==> src/rtl/gauss_filter_ctrl_pkg.sv <==
// Shared state encoding, tap index constants and default tap set for gauss_filter_ctrl.
// The default set is only used when GAUSS_FILTER_DEFAULT_TAPS_EN is defined.
package gauss_filter_ctrl_pkg;

    typedef enum logic [1:0] {
        StIdle,
        StLoad,
        StStream,
        StTail
    } ctrl_state_e;

    localparam int NUM_UNIQUE_TAPS = 9;
    localparam logic [3:0] LAST_TAP_INDEX = 4'd8;
    localparam logic [3:0] GAUSS_TAP_IDLE_INDEX = 4'd15;

    // BT=0.5 half-filter, centre tap at index 8; sums to 15 over the full 17 taps.
    function automatic int default_tap(input int idx);
        case (idx)
            5: return 1;
            6: return 2;
            7, 8: return 3;
            default: return 0;
        endcase
    endfunction

endpackage

==> src/rtl/gauss_filter_ctrl_tap_shadow.sv <==
// Host-writable bank of the 9 unique Gaussian taps with a single combinational read port.
// Reset contents depend on GAUSS_FILTER_DEFAULT_TAPS_EN (default set) or zero otherwise.
module gauss_filter_ctrl_tap_shadow
    import gauss_filter_ctrl_pkg::*;
#(
    parameter int unsigned W = 5
) (
    input  logic         clk,
    input  logic         rst,
    input  logic         wr_en,
    input  logic [3:0]   wr_addr,
    input  logic [W-1:0] wr_data,
    input  logic [3:0]   rd_addr,
    output logic [W-1:0] rd_data
);

    logic [W-1:0] taps_q [NUM_UNIQUE_TAPS];

    always_ff @(posedge clk or posedge rst) begin
        if (rst) begin
            for (int i = 0; i < NUM_UNIQUE_TAPS; i++) begin
`ifdef GAUSS_FILTER_DEFAULT_TAPS_EN
                taps_q[i] <= W'(default_tap(i));
`else
                taps_q[i] <= '0;
`endif
            end
        end else if (wr_en && (wr_addr <= LAST_TAP_INDEX)) begin
            taps_q[wr_addr] <= wr_data;
        end
    end

    assign rd_data = (rd_addr <= LAST_TAP_INDEX) ? taps_q[rd_addr] : '0;

endmodule

==> src/rtl/gauss_filter_ctrl.sv <==
// Tap sequencer and stream gate in front of gauss_filter: programs taps between packets
// and appends a flush tail. GAUSS_FILTER_DEFAULT_TAPS_EN enables default taps + auto-load.
module gauss_filter_ctrl
    import gauss_filter_ctrl_pkg::*;
#(
    parameter int unsigned GAUSS_FILTER_BIT_WIDTH = 5,
    parameter int unsigned NUM_TAP_GAUSS_FILTER   = 17
) (
    input  logic                              clk,
    input  logic                              rst,
    input  logic                              cfg_wr,
    input  logic [3:0]                        cfg_addr,
    input  logic [GAUSS_FILTER_BIT_WIDTH-1:0] cfg_data,
    input  logic                              cfg_commit,
    output logic                              cfg_busy,
    output logic                              taps_ready,
    input  logic                              in_bit,
    input  logic                              in_valid,
    input  logic                              in_valid_last,
    output logic                              in_ready,
    output logic [3:0]                        tap_index,
    output logic [GAUSS_FILTER_BIT_WIDTH-1:0] tap_value,
    output logic                              bit_upsample,
    output logic                              bit_upsample_valid,
    output logic                              bit_upsample_valid_last
);

    localparam logic [4:0] TAIL_LAST = 5'(NUM_TAP_GAUSS_FILTER - 2);

    ctrl_state_e state_q, state_d;

    logic                              reload_pending_q, reload_pending_d;
    logic                              taps_ready_q, taps_ready_d;
    logic                              cfg_busy_q, cfg_busy_d;
    logic [3:0]                        tap_index_q, tap_index_d;
    logic [GAUSS_FILTER_BIT_WIDTH-1:0] tap_value_q, tap_value_d;
    logic                              bit_q, bit_d;
    logic                              valid_q, valid_d;
    logic                              valid_last_q, valid_last_d;
    logic                              last_bit_q, last_bit_d;
    logic [4:0]                        tail_cnt_q, tail_cnt_d;

    logic                              accept, go_load, load_done, tail_done;
    logic [3:0]                        shadow_rd_addr;
    logic [GAUSS_FILTER_BIT_WIDTH-1:0] shadow_rd_data;

    gauss_filter_ctrl_tap_shadow #(
        .W (GAUSS_FILTER_BIT_WIDTH)
    ) u_tap_shadow (
        .clk     (clk),
        .rst     (rst),
        .wr_en   (cfg_wr && (state_q != StLoad)),
        .wr_addr (cfg_addr),
        .wr_data (cfg_data),
        .rd_addr (shadow_rd_addr),
        .rd_data (shadow_rd_data)
    );

    // A commit arriving mid-packet only blocks the next packet start; stalling STREAM on it
    // would keep the packet from ever reaching its tail.
    assign in_ready = taps_ready_q &
                      (((state_q == StIdle) & ~reload_pending_q & ~cfg_commit) |
                       (state_q == StStream));

    assign accept    = in_valid & in_ready;
    assign go_load   = (state_q == StIdle) & (reload_pending_q | cfg_commit);
    assign load_done = (state_q == StLoad) && (tap_index_q == LAST_TAP_INDEX);
    assign tail_done = (state_q == StTail) && (tail_cnt_q == TAIL_LAST);

    // Read one ahead of the registered index so tap_value lines up with tap_index.
    assign shadow_rd_addr = (state_q == StLoad) ? tap_index_q + 4'd1 : 4'd0;

    always_ff @(posedge clk or posedge rst) begin
        if (rst) begin
            state_q <= StIdle;
        end else begin
            state_q <= state_d;
        end
    end

    always_comb begin
        state_d = state_q;
        unique case (state_q)
            StIdle: begin
                if (go_load) begin
                    state_d = StLoad;
                end else if (accept) begin
                    state_d = in_valid_last ? StTail : StStream;
                end
            end
            StLoad: begin
                if (load_done) state_d = StIdle;
            end
            StStream: begin
                if (accept && in_valid_last) state_d = StTail;
            end
            StTail: begin
                if (tail_done) state_d = StIdle;
            end
            default: state_d = StIdle;
        endcase
    end

    always_comb begin
        reload_pending_d = reload_pending_q;
        if (go_load) begin
            reload_pending_d = 1'b0;
        end else if (cfg_commit) begin
            reload_pending_d = 1'b1;
        end

        taps_ready_d = taps_ready_q;
        if (load_done) begin
            taps_ready_d = 1'b1;
        end else if (state_d == StLoad) begin
            taps_ready_d = 1'b0;
        end

        cfg_busy_d  = (state_d == StLoad);
        tap_index_d = GAUSS_TAP_IDLE_INDEX;
        tap_value_d = '0;
        if (state_d == StLoad) begin
            tap_index_d = (state_q == StLoad) ? tap_index_q + 4'd1 : 4'd0;
            tap_value_d = shadow_rd_data;
        end

        bit_d        = bit_q;
        valid_d      = 1'b0;
        valid_last_d = 1'b0;
        last_bit_d   = last_bit_q;
        tail_cnt_d   = '0;
        if (accept) begin
            bit_d      = in_bit;
            valid_d    = 1'b1;
            last_bit_d = in_bit;
        end else if (state_q == StTail) begin
            bit_d        = last_bit_q;
            valid_d      = 1'b1;
            valid_last_d = tail_done;
            tail_cnt_d   = tail_cnt_q + 5'd1;
        end
    end

    always_ff @(posedge clk or posedge rst) begin
        if (rst) begin
`ifdef GAUSS_FILTER_DEFAULT_TAPS_EN
            reload_pending_q <= 1'b1;
`else
            reload_pending_q <= 1'b0;
`endif
            taps_ready_q <= 1'b0;
            cfg_busy_q   <= 1'b0;
            tap_index_q  <= GAUSS_TAP_IDLE_INDEX;
            tap_value_q  <= '0;
            bit_q        <= 1'b0;
            valid_q      <= 1'b0;
            valid_last_q <= 1'b0;
            last_bit_q   <= 1'b0;
            tail_cnt_q   <= '0;
        end else begin
            reload_pending_q <= reload_pending_d;
            taps_ready_q     <= taps_ready_d;
            cfg_busy_q       <= cfg_busy_d;
            tap_index_q      <= tap_index_d;
            tap_value_q      <= tap_value_d;
            bit_q            <= bit_d;
            valid_q          <= valid_d;
            valid_last_q     <= valid_last_d;
            last_bit_q       <= last_bit_d;
            tail_cnt_q       <= tail_cnt_d;
        end
    end

    assign cfg_busy                = cfg_busy_q;
    assign taps_ready              = taps_ready_q;
    assign tap_index               = tap_index_q;
    assign tap_value               = tap_value_q;
    assign bit_upsample            = bit_q;
    assign bit_upsample_valid      = valid_q;
    assign bit_upsample_valid_last = valid_last_q;

endmodule

==> config.mk <==
export PLATFORM = sky130hd
export DESIGN_NAME = gauss_filter_ctrl
export DESIGN_NICKNAME = d
export VERILOG_FILES = /design/src/rtl/gauss_filter_ctrl_pkg.sv /design/src/rtl/gauss_filter_ctrl_tap_shadow.sv /design/src/rtl/gauss_filter_ctrl.sv
export SDC_FILE = /design/constraint.sdc
export NUM_CORES = 1
export LEC_CHECK = 0
export CELL_PAD_IN_SITES_DETAIL_PLACEMENT = 0
export CELL_PAD_IN_SITES_GLOBAL_PLACEMENT = 2
export CORE_MARGIN = 1.5
export CORE_UTILIZATION = 35
export DETAILED_ROUTE_END_ITERATION = 10
export GPL_TIMING_DRIVEN = 0
export HOLD_SLACK_MARGIN = 0.15
export PLACE_DENSITY_LB_ADDON = 0.1
export SYNTH_ARGS = -nofsm -noshare
export SYNTH_HDL_FRONTEND = slang
export SYNTH_HIERARCHICAL = 1
export SYNTH_SLANG_ARGS = --single-unit
==> constraint.sdc <==
create_clock -name clk -period 2.2 [get_ports clk]
set_clock_uncertainty 0.05 [all_clocks]
set_input_delay 0.33 -clock clk [delete_from_list [all_inputs] [get_ports clk]]
set_output_delay 0.33 -clock clk [all_outputs]
set_load 0.02 [all_outputs]
== After elaboration in Yosys (flattened, before gate mapping) ==
Cells that the tools add are included.
W data, S select, Z words.
Storage, ports and cells
  bits of input ports: 16
  output and inout bits: 15
  bits in latches: 0
  flip-flop bits (word level): 68
  memory bits (read-only): 0
  memories: 0
  word-level logic and storage cells: 84
  memory bits (writable): 0
Operators by class
  shift operators: 0
  add/subtract/negate cells: 2
  reduce and logical (&&, ||, !) cells: 10
  equal/unequal tests: 7
  bitwise logic cells: 11
  muxes and demuxes: 29
  order comparisons: 5
  divide/modulo/power cells: 0
  multiply operators: 0
Operator list (count)
  $bwmux W45: 1
  $mux W5: 7
  $bmux W5 S4: 1
  $demux W5 S4: 1
  $mux W1: 11
  $ge A5 B5 Y1 const B: 2
  $mux W2: 5
  $not A4 Y5: 2
  $le A4 B4 Y1 const B: 2
  $mux W4: 2
  $pmux W2 S4: 1
  $logic_and A1 B1 Y1: 6
  $reduce_bool A2 Y1: 3
  $add A5 B1 Y5 const B: 1
  $and A1 B1 Y1: 5
  $eq A5 B4 Y1 const B: 1
  $lt A5 B1 Y1 const B: 1
  $add A4 B1 Y4 const B: 1
  $eq A2 B1 Y1 const B: 2
  $eq A2 B2 Y1 const B: 2
  $eq A4 B4 Y1 const B: 1
  $logic_not A2 Y1: 1
  $ne A2 B1 Y1 const B: 1
  $not A1 Y1: 2
  $or A1 B1 Y1: 2

== Logic depth before layout (Yosys ltp) ==
  depth in word-level cells: 12
  mapped depth: 10
  mapped depth without buffers: 8

== Modules after synthesis ==
Netlist, hierarchy kept.
By module, submodules not included
  gauss_filter_ctrl_tap_shadow: cells each 150, instances 1, seq. area each 1126.1 um2, area an instance 2109.5 um2
  gauss_filter_ctrl: cells each 89, instances 1, seq. area each 580.6 um2, area an instance 1003.5 um2

== Worst setup path after synthesis ==
No wires, ideal clock.
  path type: reg-to-reg
  from: register state_q[1]
  to: register tap_value_q[0], in the netlist tap_value[0]
  arrival time: 2.034 ns
  library setup time: 0.119 ns
  period minus slack after synthesis: 2.203 ns
  stages on the path, launching flop included: 11
  buffers on the path: 4
  setup slack: -0.003 ns
  data required time: 2.031 ns
  cells stage by stage: dfrtp_1 buf_2 or2b_1 buf_2 nor2_1 buf_4 buf_2 mux2_2 o22ai_1 o31ai_1 and2_1
Between the ends
  elaborated cells between the ends (all ways): 28
  classes of those cells: order compare: 1; eq/ne: 4; mux: 12; bitwise: 7; reduce/logical: 4
RTL lines
  start, declared: RTL line gauss_filter_ctrl.sv:30  | ctrl_state_e state_q, state_d;
  start signal, assigned: RTL line gauss_filter_ctrl.sv:75  | state_q <= StIdle;
  start signal, assigned: RTL line gauss_filter_ctrl.sv:77  | state_q <= state_d;
  $eq A2 B1 Y1 (*): RTL line gauss_filter_ctrl.sv:71  | assign shadow_rd_addr = (state_q == StLoad) ? tap_index_q + 4'd1 : 4'd0;
  $mux W4 (*): RTL line gauss_filter_ctrl.sv:71
  via shadow_rd_addr[0]: RTL line gauss_filter_ctrl.sv:44  | logic [3:0] shadow_rd_addr;
  $not A4 Y5 (implied by the code): RTL line gauss_filter_ctrl_tap_shadow.sv:33  | assign rd_data = (rd_addr <= LAST_TAP_INDEX) ? taps_q[rd_addr] : '0;
  $bmux W5 S4: RTL line gauss_filter_ctrl_tap_shadow.sv:33
  $mux W5 (implied by the code) (2 in series): RTL line gauss_filter_ctrl_tap_shadow.sv:33
  $mux W5 (*): RTL line gauss_filter_ctrl_tap_shadow.sv:33
  via shadow_rd_data[0]: RTL line gauss_filter_ctrl.sv:45  | logic [GAUSS_FILTER_BIT_WIDTH-1:0] shadow_rd_data;
  $mux W5 (*): RTL line gauss_filter_ctrl.sv:122  | if (state_d == StLoad) begin
  via tap_value_d[0]: RTL line gauss_filter_ctrl.sv:36  | logic [GAUSS_FILTER_BIT_WIDTH-1:0] tap_value_q, tap_value_d;
  end signal, assigned: RTL line gauss_filter_ctrl.sv:165  | tap_value_q <= tap_value_d;
  end, declared: RTL line gauss_filter_ctrl.sv:36
The timed path passes the listed nets; every way through them passes the cells marked *. The select of a mux whose other input is x is not followed.
A chain may end at the register's enable or synchronous reset.

== Worst setup path after layout ==
  from: register state_q[1]
  to: register tap_value_q[2], in the netlist tap_value[2]
Same word-level chain as after synthesis.

==> impl_metrics.csv <==
group,metric,value,unit
final_layout,final_cell_count_no_fill,404,
synthesis,synth_seq_area_share,54.82,%
worst_setup_path,worst-r2r-setup-slack,0.07,ns
global_routing,gr-total-overflow,0,
worst_setup_path,critical_path.top_delay_family,"buffers and inverters",
synthesis,syn_inst,239,
pwr,reported_leakage_power,1.828,nW
die,initial_core_util,35.87,%
synthesis,synth_top_cells_by_count,"64 x sky130_fd_sc_hd__dfrtp_1, 56 x sky130_fd_sc_hd__mux2_2, 23 x sky130_fd_sc_hd__nor2_1",
worst_setup_path,cp_cell_sequence,"or2b_1 -> buf_6 -> nor2_4 -> buf_8 -> buf_4 -> buf_16 -> mux2_2 -> o22ai_1 -> o31ai_1 -> and2_1",
global_routing,number_of_global_route_vias_before_repair,2106,
die,floorplan.core_area,0.008678,sq mm
final_layout,area.growth.synth_to_final,29.14,%
route,wl_per_cell,17.36,microns
pwr,pwr-share-clk,17.6,%
synthesis,post_synth_instance_area,0.003113,sq mm
final_layout,final_net_count,311,
synthesis,synth_ff_type,"sky130_fd_sc_hd__dfrtp_1",
cts,cts_max_level,3,
synthesis,synth.top_cell.area_share,51.45,%
pwr,p_seq_share,33.4,%
place,place_inst,378,
worst_hold_path,tightest_hold_check_type,"in -> async",
worst_setup_path,critical_path_depth,10,
cts,ctsRootBufferMaster,"sky130_fd_sc_hd__clkbuf_8",
cts,worstSkewPairLatency,0.34,ns
worst_setup_path,cp-end-kind,"flip-flop",
synthesis,syn_avg_cell_area,13.03,sq um
die,die_y,97.31,microns
route,vias,2038,
final_layout,final_layout_size_suffix_gt1_share,41.89,%
pwr,power_switching_share,34.37,%
worst_setup_path,reg2reg_to,"tap_value[2]",
route,wirelength,7.013,mm
flow_run,max_cap_viol_count,0,
timing,hold_viol_final,0,
timing,rsz0062_at_grt,"yes",
timing,fin_tns_setup,0,ns
timing,final_max_slew_viol_count,0,
final_layout,postLayoutCoreUtil,46.32,%
worst_setup_path,critical_path.reg2reg.startpoint,"state_q[1]",
global_routing,grt_pass1_wl,11.73,mm
pwr,powerDensity,1480,mW/mm^2
worst_setup_path,worstSetupStartpointType,"flip-flop",
worst_setup_path,path_class,"reg -> reg",
place,detailedPlacementHpwl,4.742,mm
route,drt.antenna.violating_nets,0,
pwr,switching_power,2.044,mW
worst_setup_path,critPathSlowestCell,"sky130_fd_sc_hd__dfrtp_2",
worst_setup_path,worstRegToRegCells,10,
timing,tightestPinTransition,0.8769,ns
pwr,vdd.ir_drop.worst,0.4741,mV
pwr,power_frac_comb,49.0,%
timing,hold_ws,0.2714,ns
synthesis,yosysMostFrequentCell,"sky130_fd_sc_hd__dfrtp_1",
die,design.die.area,0.009469,sq mm
synthesis,yosys-top-cells-area,"sky130_fd_sc_hd__dfrtp_1 51%, sky130_fd_sc_hd__mux2_2 20%, sky130_fd_sc_hd__mux4_2 3.6%",
synthesis,synthesis.nets,259,
cts,cts.sink_count,68,
die,io_pins,31,
timing,max_slew_headroom,41.47,%
timing,fmax,469.9,MHz
route,first_pass_drt_iterations,4,
synthesis,netlist-cell-type-count,39,
synthesis,synth_enable_flop_cells,0,
cts,cts_buffers,9,
timing,final.min_clock_period,2.128,ns
cts,clk_pin_slew,0.07,ns
synthesis,dominant_cell_type_by_area_after_synthesis,"sky130_fd_sc_hd__dfrtp_1",
global_routing,initial_antenna_violation_count,0,
final_layout,antenna-diode-count,0,
place,routability_congestion,0.6808,
global_routing,grt_max_degree,30,
worst_setup_path,critical_path_required,2.38,ns
pwr,fin_total_pwr,5.949,mW
worst_setup_path,worst-path-max-fanout,6,
global_routing,gr-usage-all-layers,16.24,%
route,drt_iter0_markers,69,
place,place.port_buffers,30,
die,rows,34,
cts,cts_tree,"built",
synthesis,synthArstFlopShare,100.0,%
timing,timing.final.crit_share,96.74,%
synthesis,postSynthRegisterBits,68,
synthesis,yosysWarnings,6,
route,post-route-drc-count,0,
cts,clock_tree.buffer_depth,2,
worst_setup_path,worst_ep_arrival_time,2.31,ns
die,fp.dieW,97.31,microns
pwr,int_power,3.904,mW
run_status,outcome,"completed",
worst_setup_path,critPathMaxStageDelay,0.41,ns
worst_setup_path,crit_buf_inv,4,
route,detail_route.vias_per_cell,5.045,
timing,report.final.setup_viol,0,
-- how the worst max path moves through the flow --
stage                    start           end
finish              state_q[1]  tap_value[2]
global route        state_q[1]  tap_value[3]
CTS                 state_q[0]  tap_value[3]
detailed placement  state_q[1]  tap_value[4]
global placement    state_q[1]  tap_value[4]
floorplan           state_q[1]  tap_value[0]
-- layout make-up --
type / count / area [sq um]
Fill cell: 824 / 4658
Sequential cell: 68 / 1708
Multi-Input combinational cell: 155 / 1429
Timing Repair Buffer: 43 / 454.2
Clock buffer: 14 / 162.7
Tap cell: 108 / 135.1
Buffer: 7 / 70.07
Clock inverter: 2 / 35.03
Inverter: 7 / 26.28
-- power groups by stage --
stage                     Combinational (mW)  Clock (mW)  Sequential [mW]
after floorplan                         1.48           0             2.04
final                                   2.92        1.05             1.99
after global routing                    3.15        1.13             2.04
after global placement                  2.16           0             1.99
after CTS                               2.60        1.08             1.99
after detailed placement                2.19           0             2.00
-- metrics by stage --
step                setup WS [ns]  area, sq um
CTS                      -0.02201         3928
global placement          -0.3013         3551
finish                    0.07175         4020
global route             -0.01455         4020
detailed placement        -0.3362         3571
floorplan                 0.05215         3115
-- registers in the layout, indices dropped and copies added, names as in the netlist --
signal                   flops
u_tap_shadow/taps_q         45
tail_cnt_q                   5
tap_value                    5
tap_index                    4
state_q                      2
bit_upsample                 1
bit_upsample_valid           1
bit_upsample_valid_last      1
cfg_busy                     1
last_bit_q                   1
reload_pending_q             1
taps_ready                   1
-- what timing repair did --
| action | CTS | global route |
|---|---|---|
| buffers inserted | 7 | 4 |
| hold buffers | 0 | 0 |
| hold endpoints to repair | 0 | 0 |
| gates resized for setup | 16 | 25 |
| pin swaps | 3 | 6 |
| endpoints found under the setup margin | 44 | 15 |
| cloned | 1 | 0 |
-- cell families after synthesis --
kind of cell    count (synthesis)  share of synthesized area, %
flops                          68                         54.82
fa+ha+maj                       4                         1.608
mux                            62                         24.20
xor+xnor                        4                         1.126
buf+inv                        16                         2.412
compound gates                 21                         4.662
simple gates                   64                         11.17
-- layer usage --
layer | track usage, % | up-vias | wire, microns
met3 | 3.741 | 6 | 222
met5 | 0 | - | 0
met1 | 23.69 | 1044 | 3520
li1 | - | 953 | -
met2 | 23.67 | 35 | 3205
met4 | 5.934 | 0 | 65
-- cells in the final DEF, fill, tap and decap left out, drive strengths merged, types with 5 or more instances in the layout --
master	synthesis	final
o22ai	5	5
o21ai	6	6
buf	5	17
o31ai	5	5
clkdlybuf4s50	0	29
mux4	5	5
inv	7	7
nor2	23	23
clkbuf	4	17
dfrtp	64	64
nand2	11	11
mux2	56	56
and2	7	7
(Power assumes the default switching activity.)
